**config.mk**
```make
export PLATFORM = sky130hd
export DESIGN_NAME = rx_8250_serial
export DESIGN_NICKNAME = d
export VERILOG_FILES = /design/src/rtl/rx_8250_serial_pkg.sv /design/src/rtl/rx_8250_serial_baud_tick_gen.sv /design/src/rtl/rx_8250_serial.sv
export SDC_FILE = /design/constraint.sdc
export NUM_CORES = 1
export LEC_CHECK = 0
export ABC_AREA = 0
export CAP_MARGIN = 20
export CORE_ASPECT_RATIO = 0.75
export CORE_MARGIN = 8
export CORE_UTILIZATION = 50
export DETAILED_ROUTE_END_ITERATION = 8
export PLACE_DENSITY = 0.76
export SYNTH_ARGS = -nofsm -noshare
export SYNTH_HDL_FRONTEND = slang
export SYNTH_HIERARCHICAL = 1
export SYNTH_SLANG_ARGS = --single-unit
export TNS_END_PERCENT = 5
```
**constraint.sdc**
```tcl
create_clock -name clk -period 2.91 [get_ports clk]
set_input_delay 0.582 -clock clk [delete_from_list [all_inputs] [get_ports clk]]
set_output_delay 0.582 -clock clk [all_outputs]
set_load 0.01 [all_outputs]
```
**src/rtl/rx_8250_serial_pkg.sv**
```systemverilog
// Shared types for the 8250 serial receive path: FSM state encoding and the
// parity check used when a frame completes.
package rx_8250_serial_pkg;

  typedef enum logic [2:0] {
    ST_IDLE   = 3'd0,
    ST_START  = 3'd1,
    ST_DATA   = 3'd2,
    ST_PARITY = 3'd3,
    ST_STOP   = 3'd4
  } rx_state_t;

  // Error when the ones count over data plus parity bit disagrees with the selected sense.
  function automatic logic parity_error(input logic       en,
                                        input logic [7:0] data,
                                        input logic       pbit,
                                        input logic       odd);
    return en & (^data ^ pbit ^ odd);
  endfunction

endpackage

```
**src/rtl/rx_8250_serial_baud_tick_gen.sv**
```systemverilog
// Divisor reload counter producing a one-clk baud tick every `divisor` clocks.
// A divisor of 0 stops the ticks; a new divisor is picked up at the next reload.
module baud_tick_gen #(
  parameter int DIV_W = 16
) (
  input  logic             clk,
  input  logic             rst_n,
  input  logic [DIV_W-1:0] divisor,
  output logic             tick
);

  logic [DIV_W-1:0] cnt;

  always_ff @(posedge clk or negedge rst_n) begin
    if (!rst_n) begin
      cnt <= '0;
    end else if (divisor == '0) begin
      cnt <= '0;
    end else if (cnt == '0) begin
      cnt <= divisor - DIV_W'(1);
    end else begin
      cnt <= cnt - DIV_W'(1);
    end
  end

  assign tick = (divisor != '0) && (cnt == '0);

endmodule

```
**src/rtl/rx_8250_serial.sv**
```systemverilog
// Asynchronous serial receiver (start, 8 data LSB first, optional parity, 1 stop)
// with 16x oversampling; hands each byte to the 8250 control block.
module rx_8250_serial
  import rx_8250_serial_pkg::*;
#(
  parameter int OVERSAMPLE = 16,
  parameter int DIV_W      = 16
) (
  input  logic             clk,
  input  logic             rst_n,
  input  logic [DIV_W-1:0] divisor,
  input  logic             sin,
  input  logic             parity_en,
  input  logic             parity_odd,
  output logic [7:0]       data_in,
  output logic             data_finish,
  output logic             parity_err,
  output logic             frame_err,
  output logic             rx_busy
);

  localparam int SC_W = $clog2(OVERSAMPLE);
  localparam logic [SC_W-1:0] MID_START = SC_W'(OVERSAMPLE / 2 - 1);
  localparam logic [SC_W-1:0] MID_BIT   = SC_W'(OVERSAMPLE - 1);

  logic            sin_meta;
  logic            s;
  logic            tick;
  logic            enabled;
  rx_state_t       state;
  logic            armed;
  logic [SC_W-1:0] sc;
  logic [2:0]      bc;
  logic [7:0]      shreg;
  logic            pbit;
  logic            pen_q;
  logic            podd_q;

  // Line idles high, so the synchronizer resets to 1 to avoid a phantom start.
  always_ff @(posedge clk or negedge rst_n) begin
    if (!rst_n) begin
      sin_meta <= 1'b1;
      s        <= 1'b1;
    end else begin
      sin_meta <= sin;
      s        <= sin_meta;
    end
  end

  baud_tick_gen #(.DIV_W(DIV_W)) u_tick (
    .clk     (clk),
    .rst_n   (rst_n),
    .divisor (divisor),
    .tick    (tick)
  );

  assign enabled = (divisor != '0);

  always_ff @(posedge clk or negedge rst_n) begin
    if (!rst_n) begin
      state       <= ST_IDLE;
      armed       <= 1'b0;
      sc          <= '0;
      bc          <= '0;
      shreg       <= '0;
      pbit        <= 1'b0;
      pen_q       <= 1'b0;
      podd_q      <= 1'b0;
      data_in     <= '0;
      data_finish <= 1'b0;
      parity_err  <= 1'b0;
      frame_err   <= 1'b0;
      rx_busy     <= 1'b0;
    end else begin
      data_finish <= 1'b0;
      if (!enabled) begin
        state   <= ST_IDLE;
        rx_busy <= 1'b0;
      end else if (tick) begin
        sc <= sc + SC_W'(1);
        case (state)
          ST_IDLE: begin
            if (s) begin
              armed <= 1'b1;
            end else if (armed) begin
              state   <= ST_START;
              sc      <= '0;
              rx_busy <= 1'b1;
            end
          end
          ST_START: begin
            if (sc == MID_START) begin
              if (!s) begin
                state  <= ST_DATA;
                sc     <= '0;
                bc     <= '0;
                pen_q  <= parity_en;
                podd_q <= parity_odd;
              end else begin
                state   <= ST_IDLE;
                rx_busy <= 1'b0;
              end
            end
          end
          ST_DATA: begin
            if (sc == MID_BIT) begin
              shreg <= {s, shreg[7:1]};
              bc    <= bc + 3'd1;
              if (bc == 3'd7) state <= pen_q ? ST_PARITY : ST_STOP;
            end
          end
          ST_PARITY: begin
            if (sc == MID_BIT) begin
              pbit  <= s;
              state <= ST_STOP;
            end
          end
          ST_STOP: begin
            if (sc == MID_BIT) begin
              data_in     <= shreg;
              frame_err   <= ~s;
              parity_err  <= parity_error(pen_q, shreg, pbit, podd_q);
              data_finish <= 1'b1;
              state       <= ST_IDLE;
              rx_busy     <= 1'b0;
              // A low stop bit may be a break; wait for the line to go high before rearming.
              armed       <= s;
            end
          end
          default: begin
            state   <= ST_IDLE;
            rx_busy <= 1'b0;
          end
        endcase
      end
    end
  end

endmodule

```
==> results.txt <==
Die Span Y -> 83.8 um
Hold WC Path Type -> primary input to async pin
clock tree buffer depth -> 2
EDFF count, synth -> 0
CTS tree -> yes
postcts setup bufs -> 0
Vias -> 2,652
Resize count post-CTS -> 0
Tcrit/Tclk final -> 97.7%
critical path class -> primary input to register
CTS Hold Bufs -> 0
Leakage Power -> 0.00154 uW
Overflow after GRT -> 0
share of cells above drive strength 1 -> 21.8%
Mean Syn Cell Area -> 10.3 sq um
ordered list of cells on the worst path -> clkdlybuf4s50_1, or4_4, or4_4, a211o_1, nor4_1, a211oi_2
Root Buffer -> clkbuf_8
# IOs -> 33
Reg2Reg Setup Slack -> 0.27 ns
max-slew violation count -> 0
total negative slack -> 0 ns
Worst setup EP type -> register
Routed Antenna Nets -> 0
drt total wl -> 7.95 mm
Synth Register Bits -> 52
commonest non-fill, non-tap cells in the layout -> dfrtp_1, clkdlybuf4s50_1, buf_4
register area share after synthesis -> 42.5%
Ys Warns -> 6
critical path launch point -> divisor[5]
CTS buffer count -> 5
Crit path top cell by count -> or4_4
floorplan row count -> 24
worst r2r src -> u_tick/cnt[13]
CP top delay family -> simple AND/OR/NAND/NOR gates
stages on the worst setup path -> 6
Placed Cells -> 424
Cell Area, Placed -> 3640 sq um
drt via density -> 6.14
H-tree levels -> 2
Crit-path slowest cell -> or4_4
pwr/cell area -> 366 nW/um^2
First DRT Iteration DRCs -> 177
Post-Route Skew -> 0.00768 ns
Fmax achieved -> 352 MHz
routability cong. -> 0.981
diode count -> 0
Max Cap Violations -> 0
Least-Margin Pin Slew -> 0.799 ns
design area -> 3730 sq um
largest net degree at the start of global routing -> 53
Worst Path Buf+Inv -> 1
initial core utilization -> 52.4%
Crit path required time -> 3.10 ns
number of global-route vias before repair -> 2,561
Critical R2R Capture -> pen_q
Primary FF master, synth -> dfrtp_1
CP Capture Point -> u_tick/cnt[9]
Syn Inst Count -> 297
first-pass GRT wire length -> 13.2 mm
outcome -> finished, final reports clean
fin cells -> 432
I/O Buffers -> 32
Die Area -> 8920 sq um
CTS Sinks -> 52
most common cell after layout, fill and taps aside -> dfrtp_1
synth unique cells -> 67
core area -> 5860 sq um
final count of hold timing violations -> 0
Nets -> 378
Startpoint Class -> primary input
DR pass1 iterations -> 4
total track usage -> 18.2%
Layout Area Growth over Synthesis -> 21.7%
filler instances -> 488
DRC Markers -> 0
Async S/R FF share, synth -> 100%
synthesized cell area -> 3070 sq um
peak supply drop -> 0.413 mV
Final min period -> 2.84 ns
Clock Latency Late Sink -> 0.31 ns
Syn Nets -> 322
Crit path largest cell delay -> 0.57 ns
clk slew on worst S/H paths -> 0.10 ns
RSZ-0062 raised after global routing -> no
Critical Path AT -> 3.03 ns
Final Setup Violations -> 0
Power Total -> 1360 uW
Die Wd -> 106 um
Reg2Reg Depth -> 7
DP HPWL -> 5.92 mm
initial antenna violation count -> 0
Slew HR -> 46.0%
WL/cell -> 18.4 um
crit path max fanout -> 10
==> power by group <==
part           internal, uW  leakage (uW)  switching, uW  total, uW
clock                   171     0.0000404            262        433
combinational          70.2      0.000840           71.2        141
sequential              751      0.000659           38.1        789
total                   992       0.00154            371       1360
==> how the worst min path moves through the flow <==
stage / from / end / slack, ns
2_1_floorplan: rst_n / armed / 0.29
3_3_place_gp: sin_meta / s / 0.35
3_5_place_dp: sin_meta / s / 0.35
4_1_cts: sin_meta / s / 0.37
5_1_grt: sin_meta / s / 0.37
6_report: rst_n / u_tick/cnt[3] / 0.36
==> through the flow <==
step	hold WS (ns)	utilization, %	worst slack, ns
final	0.362	63.7	0.0662
after CTS	0.365	63.7	0.110
after detailed placement	0.351	62.1	-0.236
after floorplan	0.286	-	0.0468
after global placement	0.346	62.1	-0.154
after global routing	0.367	63.7	0.0118
==> sequential cells by signal (all words and copies together), names as in the netlist <==
register,count
s,1
data_in,8
shreg,8
u_tick/cnt,16
armed,1
pbit,1
state,3
bc,3
data_finish,1
sc,4
podd_q,1
sin_meta,1
frame_err,1
rx_busy,1
parity_err,1
pen_q,1
==> area by class of cell <==
cell class / instances / area [sq um] / area share, %
Inverter: 8 / 30.0 / 0.805
Clock buffer: 5 / 68.8 / 1.85
Sequential cell: 52 / 1300 / 35.0
Tap cell: 78 / 97.6 / 2.62
Clock inverter: 3 / 23.8 / 0.637
Timing Repair Buffer: 62 / 541 / 14.5
Multi-Input combinational cell: 224 / 1670 / 44.6
==> worst reg2reg max path, stage by stage (launching register included) <==
cell and delay [ns]:
dfrtp_1 0.43, nor4_2 0.47, and4_1 0.30, nand2_1 0.10
nor2_2 0.22, o41ai_4 0.12, or4_1 0.56, mux2_1 0.34
==> routing by layer <==
| layer | wire length (um) | up-vias | global-route usage (%) |
|---|---|---|---|
| li1 | - | 1253 | - |
| met1 | 3820 | 1292 | 25.8 |
| met2 | 3490 | 99 | 25.8 |
| met3 | 556 | 8 | 5.71 |
| met4 | 82 | 0 | 5.22 |
| met5 | 0 | - | 0 |
==> synth_stat cells (2+ instances only) <==
master     n  area share, %
and3_1     3           0.61
mux2i_1    4            1.3
or4_4      4            1.5
xor2_1     3           0.86
o211ai_1   3           0.73
xnor2_1    7            2.0
nor4b_1    2           0.57
nor2_1    17            2.1
or2_1      2           0.41
o31a_1     4            1.1
nand3_1    8            1.3
dfstp_2    2            1.7
o21ai_0   15            2.4
nor3_1    16            2.6
nor3b_1    2           0.49
a31oi_1   11            2.2
o21ai_1    2           0.33
o311ai_0   2           0.57
nand4_1    6            1.2
nor4_1     7            1.4
ha_1       4            1.6
or4_1      3           0.73
or3_1      4           0.82
or2_2      3           0.61
dfrtp_1   50             41
a21oi_1   12            2.0
mux2_2    10            3.7
a21boi_0   2           0.49
nand2_1   17            2.1
inv_1      8           0.98
buf_2      2           0.33
mux2_4     8            3.9
nor2b_1    5            1.0
and4_1     3           0.86
o31ai_1    3           0.73
o21bai_1   2           0.49
clkbuf_1   9            1.1
mux2_1     2           0.73
a311oi_1   2           0.57
==> logic make-up after synthesis <==
family,synth area share [%]
AOI/OAI and AO/OA,18.0
xor gates and xnor gates,3.59
adders and majority gates,1.63
buffers and inverters,3.43
DFF,42.5
muxes,9.63
and+or+nand+nor,21.1
Note: power is estimated with default switching activity, not from simulation.
